==> config.mk <==
export PLATFORM = sky130hd
export DESIGN_NAME = conv_encoder_framer
export DESIGN_NICKNAME = d
export VERILOG_FILES = /design/src/rtl/conv_encoder_framer.sv
export SDC_FILE = /design/constraint.sdc
export NUM_CORES = 1
export LEC_CHECK = 0
export ABC_AREA = 1
export CAP_MARGIN = 20
export CORE_MARGIN = 2
export CORE_UTILIZATION = 25
export CTS_CLUSTER_DIAMETER = 150
export DETAILED_ROUTE_END_ITERATION = 16
export HOLD_SLACK_MARGIN = 0.15
export PLACE_DENSITY = 0.45
export SETUP_SLACK_MARGIN = 0.1
export SKIP_CTS_REPAIR_TIMING = 1
export SLEW_MARGIN = 20
export SYNTH_ARGS = -nofsm -noshare
export SYNTH_HDL_FRONTEND = slang
export SYNTH_SLANG_ARGS = --single-unit
export TNS_END_PERCENT = 10
==> constraint.sdc <==
create_clock -name clk -period 1.6 [get_ports clk]
set_clock_uncertainty 0.2 [all_clocks]
set_input_delay 0.24 -clock clk [delete_from_list [all_inputs] [get_ports clk]]
set_output_delay 0.24 -clock clk [all_outputs]
set_load 0.02 [all_outputs]
==> src/rtl/conv_encoder_framer.sv <==
// -----------------------------------------------------------------------------
// conv_encoder_framer
//
// Rate-1/2, constraint-length-4 (8-state) convolutional encoder with frame
// control. A frame of frame_len information bits is accepted over a
// din/din_valid/din_ready handshake. Each accepted bit produces one registered
// 2-bit symbol. Three zero tail bits are then appended, so every frame starts
// and ends in trellis state 000.
//
// Ports:
//   clk        rising-edge clock
//   rst        asynchronous active-low reset
//   start      frame request, sampled only while idle
//   frame_len  information bits in the frame, latched on start (0 is legal)
//   din        information bit
//   din_valid  din is valid this cycle
//   din_ready  encoder accepts din this cycle (high only in DATA)
//   enc_out    coded symbol {G0 parity, G1 parity}, registered
//   enc_valid  enc_out valid this cycle, registered
//   busy       high in every state except IDLE
//   done       one-cycle pulse coincident with the final tail symbol
// -----------------------------------------------------------------------------
module conv_encoder_framer #(
    parameter int         LEN_W = 10,
    parameter logic [3:0] G0    = 4'b1111,
    parameter logic [3:0] G1    = 4'b1101
) (
    input  logic             clk,
    input  logic             rst,
    input  logic             start,
    input  logic [LEN_W-1:0] frame_len,
    input  logic             din,
    input  logic             din_valid,
    output logic             din_ready,
    output logic [1:0]       enc_out,
    output logic             enc_valid,
    output logic             busy,
    output logic             done
);

    localparam logic [1:0] ST_IDLE = 2'b00;
    localparam logic [1:0] ST_DATA = 2'b01;
    localparam logic [1:0] ST_TAIL = 2'b10;

    localparam logic [LEN_W-1:0] CNT_ZERO = {LEN_W{1'b0}};
    localparam logic [LEN_W-1:0] CNT_ONE  = {{(LEN_W-1){1'b0}}, 1'b1};

    // Parity of the tapped register bits; r = {input, s[2], s[1], s[0]}.
    function automatic logic [1:0] encode_sym(input logic b, input logic [2:0] s);
        logic [3:0] r;
        r = {b, s};
        return {^(r & G0), ^(r & G1)};
    endfunction

    logic [1:0]       state_r;
    logic [LEN_W-1:0] bit_cnt_r;
    logic [1:0]       tail_cnt_r;
    logic [2:0]       shift_r;
    logic [1:0]       enc_out_r;
    logic             enc_valid_r;
    logic             done_r;

    logic             enc_bit_s;
    logic [1:0]       sym_s;

    // Bit entering the encoder: din in DATA, forced zero while flushing the tail.
    always_comb begin
        enc_bit_s = 1'b0;
        if (state_r == ST_DATA) begin
            enc_bit_s = din;
        end else begin
            enc_bit_s = 1'b0;
        end
        sym_s = encode_sym(enc_bit_s, shift_r);
    end

    // Frame FSM, shift register, counters and registered outputs.
    always_ff @(posedge clk or negedge rst) begin
        if (!rst) begin
            state_r     <= ST_IDLE;
            bit_cnt_r   <= CNT_ZERO;
            tail_cnt_r  <= 2'd0;
            shift_r     <= 3'b000;
            enc_out_r   <= 2'b00;
            enc_valid_r <= 1'b0;
            done_r      <= 1'b0;
        end else begin
            // Valid and done are single-cycle unless a branch below re-asserts them;
            // enc_out keeps its last value when nothing is encoded.
            enc_valid_r <= 1'b0;
            done_r      <= 1'b0;
            case (state_r)
                ST_IDLE: begin
                    if (start) begin
                        bit_cnt_r  <= frame_len;
                        shift_r    <= 3'b000;
                        tail_cnt_r <= 2'd0;
                        state_r    <= (frame_len != CNT_ZERO) ? ST_DATA : ST_TAIL;
                    end
                end
                ST_DATA: begin
                    // din_ready is 1 throughout DATA, so din_valid alone means acceptance.
                    if (din_valid) begin
                        enc_out_r   <= sym_s;
                        enc_valid_r <= 1'b1;
                        shift_r     <= {enc_bit_s, shift_r[2:1]};
                        bit_cnt_r   <= bit_cnt_r - CNT_ONE;
                        if (bit_cnt_r == CNT_ONE) begin
                            state_r    <= ST_TAIL;
                            tail_cnt_r <= 2'd0;
                        end
                    end
                end
                ST_TAIL: begin
                    enc_out_r   <= sym_s;
                    enc_valid_r <= 1'b1;
                    shift_r     <= {1'b0, shift_r[2:1]};
                    if (tail_cnt_r == 2'd2) begin
                        tail_cnt_r <= 2'd0;
                        state_r    <= ST_IDLE;
                        done_r     <= 1'b1;
                    end else begin
                        tail_cnt_r <= tail_cnt_r + 2'd1;
                    end
                end
                default: begin
                    state_r <= ST_IDLE;
                end
            endcase
        end
    end

    assign din_ready = (state_r == ST_DATA);
    assign busy      = (state_r != ST_IDLE);
    assign enc_out   = enc_out_r;
    assign enc_valid = enc_valid_r;
    assign done      = done_r;

endmodule
==> summary.md <==
| Metric | Value |
|---|---|
| Worst EP required | `1.59 ns` |
| Final WS setup | `-0.0595 ns` |
| RSZ-0062 raised after global routing | `yes` |
| Initial drt markers | `38` |
| CTS tree | `built` |
| Vias | `1,351` |
| CTS Buffer Depth | `2` |
| Top post-synthesis cells by count | `nand2_1, nor2_1, inv_1` |
| Mapped cell area | `1420 µm²` |
| Final Hold Fails | `0` |
| # H-tree levels | `1` |
| Clock latency on the worst-skew pair | `0.27 ns` |
| Die Span Y | `79.3 µm` |
| Vias in the first global route | `1,291` |
| Worst EP arrival | `1.65 ns` |
| Seq/Total Area, Yosys | `0.370` |
| Clk pwr share | `0.092` |
| Clk pin slew, worst setup/hold paths | `0.08 ns` |
| Seq pwr share | `0.234` |
| GRT Total Usage | `0.120` |
| Largest net degree at the start of global routing | `22` |
| Ys flop type | `dfrtp_1` |
| Fill count | `564` |
| P_int | `2.16 mW` |
| First-pass GRT wire length | `6.00 mm` |
| Startpoint class of the critical path | `flip-flop` |
| Core area | `5510 µm²` |
| Sw frac | `0.456` |
| Final non-filler cell total | `315` |
| Synth area leaders | `dfrtp_1, nand2_1, nor2_1, inv_1, ha_1` |
| Drt pass-1 iters | `6` |
| Initial antenna violation count | `0` |
| Yosys top cell area share | `0.370` |
| Die Width | `79.3 µm` |
| Gpl congestion | `0.770` |
| Worst min-delay path class | `flip-flop to flip-flop` |
| Routed vias/inst | `4.29` |
| Max-slew violation count | `0` |
| Final #Nets | `265` |
| Max FO, Critical Path | `7` |
| Max Cap Viol | `0` |
| Rows | `27` |
| Die area | `6290 µm²` |
| Power Dens Cells | `1900 nW/µm²` |
| Failing checks | `negative setup slack` |
| Worst slew pin tran | `0.301 ns` |
| Root buf cell | `clkbuf_8` |
| Worst vdd ir | `0.566 mV` |
| Status | `finished with violations` |
| Ratio of cells with drive above 1 in the final layout | `0.280` |
| DR DRC count | `0` |
| Mean routed wirelength per cell | `11.3 µm` |
| Yosys warnings | `0` |
| Switch Pwr | `1.81 mW` |
| Slew margin rel. | `0.799` |
| PortBufs | `20` |
| # diodes | `0` |
| Syn_area_per_cell | `7.47 µm²` |
| Largest area contributor in the netlist | `dfrtp_1` |
| Total grt overflow | `0` |
| HPWL after DPL | `2.80 mm` |
| Post-synthesis async set-or-reset flop share | `1.00` |
| Setup TNS Final | `-0.306 ns` |
| Setup-failing EPs final | `9` |
| Distinct cells, synth | `31` |
| Inst Count DP | `307` |
| Num CTS Buffers | `3` |
| Cells after Synth | `190` |
| Worst setup EP type | `flip-flop` |
| Starting density of the core | `0.258` |
| Static Leakage | `1.04 nW` |
| Most frequent cell after synthesis | `nand2_1` |
| DRT Wirelength | `3.57 mm` |
| Tmin final | `1.66 ns` |
| #FFs+latches synth | `21` |
| I/O pin count | `21` |
| Antenna Nets Post-Route | `0` |
| Net Count, Synth | `211` |
| Max Fclk | `0.603 GHz` |
| Layout area overhead | `47.2%` |
| Post-synth EDFFs | `0` |
| Worst Path Class, Setup | `flip-flop to flip-flop` |
| Logic pwr share | `0.674` |
| Period Utilization, post-route | `1.04` |
| CTS sink count | `21` |
==> flip-flops by register name, indices dropped and copies added, names as in the netlist <==
signal and cells:
bit_cnt_r 10, done 1, enc_out 2, enc_valid 1, shift_r 3, state_r 2
tail_cnt_r 2
==> layout make-up <==
| class | count | area [µm²] | area share |
|---|---|---|---|
| Multi-Input combinational cell | 139 | 833 | 0.399 |
| Clock buffer | 3 | 41.3 | 0.0198 |
| Clock inverter | 1 | 5.00 | 0.00240 |
| Sequential cell | 21 | 527 | 0.252 |
| Timing Repair Buffer | 53 | 492 | 0.235 |
| Tap cell | 72 | 90.1 | 0.0431 |
| Inverter | 26 | 100 | 0.0479 |
==> logic make-up after synthesis <==
logic type | share of synthesized area
xor gates and xnor gates | 0.0423
buffers and inverters | 0.0935
adders and majority gates | 0.0529
and+or+nand+nor | 0.297
DFF | 0.370
AOI/OAI and AO/OA | 0.144
==> stage by stage <==
stage                     hold WS (ns)  setup slack (ns)  instance area [µm²]  total power [mW]  utilization
after floorplan                 -0.256            0.0193                 1430              2.44            -
after global placement           0.292            -0.201                 1920              3.38        0.349
after detailed placement         0.298            -0.194                 1920              3.37        0.349
after global routing             0.348            -0.152                 2090              4.34        0.379
final                            0.309           -0.0595                 2090              3.97        0.379
after CTS                        0.127            -0.498                 1970              3.75        0.357
==> power groups by stage <==
stage          registers (mW)  clock network (mW)  logic, mW
3_5_place_dp            0.929                   0       2.44
2_1_floorplan           0.922                   0       1.52
6_report                0.930               0.364       2.67
4_1_cts                 0.919               0.379       2.45
3_3_place_gp            0.925                   0       2.46
5_1_grt                 0.966               0.402       2.97
==> cells in the final DEF (no fill, tap or decap), types with 3 or more instances in the layout <==
cell	synthesis	layout
inv_2	2	6
dfrtp_1	21	20
nand3_1	14	13
a21oi_1	4	3
nor2_2	2	4
clkbuf_8	0	3
inv_1	23	19
nor2_1	25	23
o21ai_1	5	10
o21ai_0	12	7
ha_1	6	3
buf_6	2	5
dlymetal6s2s_1	0	5
nand2_1	46	45
ha_4	0	3
buf_4	0	27
clkdlybuf4s50_1	0	14
xor2_1	4	4
==> worst max-delay path, cell delays in order, from the launching register on <==
cell	delay (ns)
dfrtp_2	0.45
inv_2	0.09
ha_4	0.14
inv_2	0.05
buf_6	0.11
a21oi_4	0.26
buf_12	0.16
o21ai_2	0.05
o22ai_2	0.08
==> metal layers <==
metal | track usage | share of wire | vias to the layer above
li1 | - | - | 710
met1 | 0.172 | 0.49 | 605
met2 | 0.190 | 0.44 | 32
met3 | 0.0136 | 0.057 | 4
met4 | 0.0362 | 0.013 | 0
met5 | 0 | 0 | -
==> final timing paths <==
check	slack, ns	cells after the start	from	to
worst max register to register	-0.06	8	state_r[0]	bit_cnt_r[2]
worst min-delay path	0.31	1	tail_cnt_r[0]	done
max in group asynchronous	0.29	3	rst	state_r[0]
worst max-delay path	-0.06	8	state_r[0]	bit_cnt_r[2]
worst min register to register	0.31	1	tail_cnt_r[0]	done
min in group asynchronous	0.66	3	rst	bit_cnt_r[9]
Power figures use the tool's default switching activity.
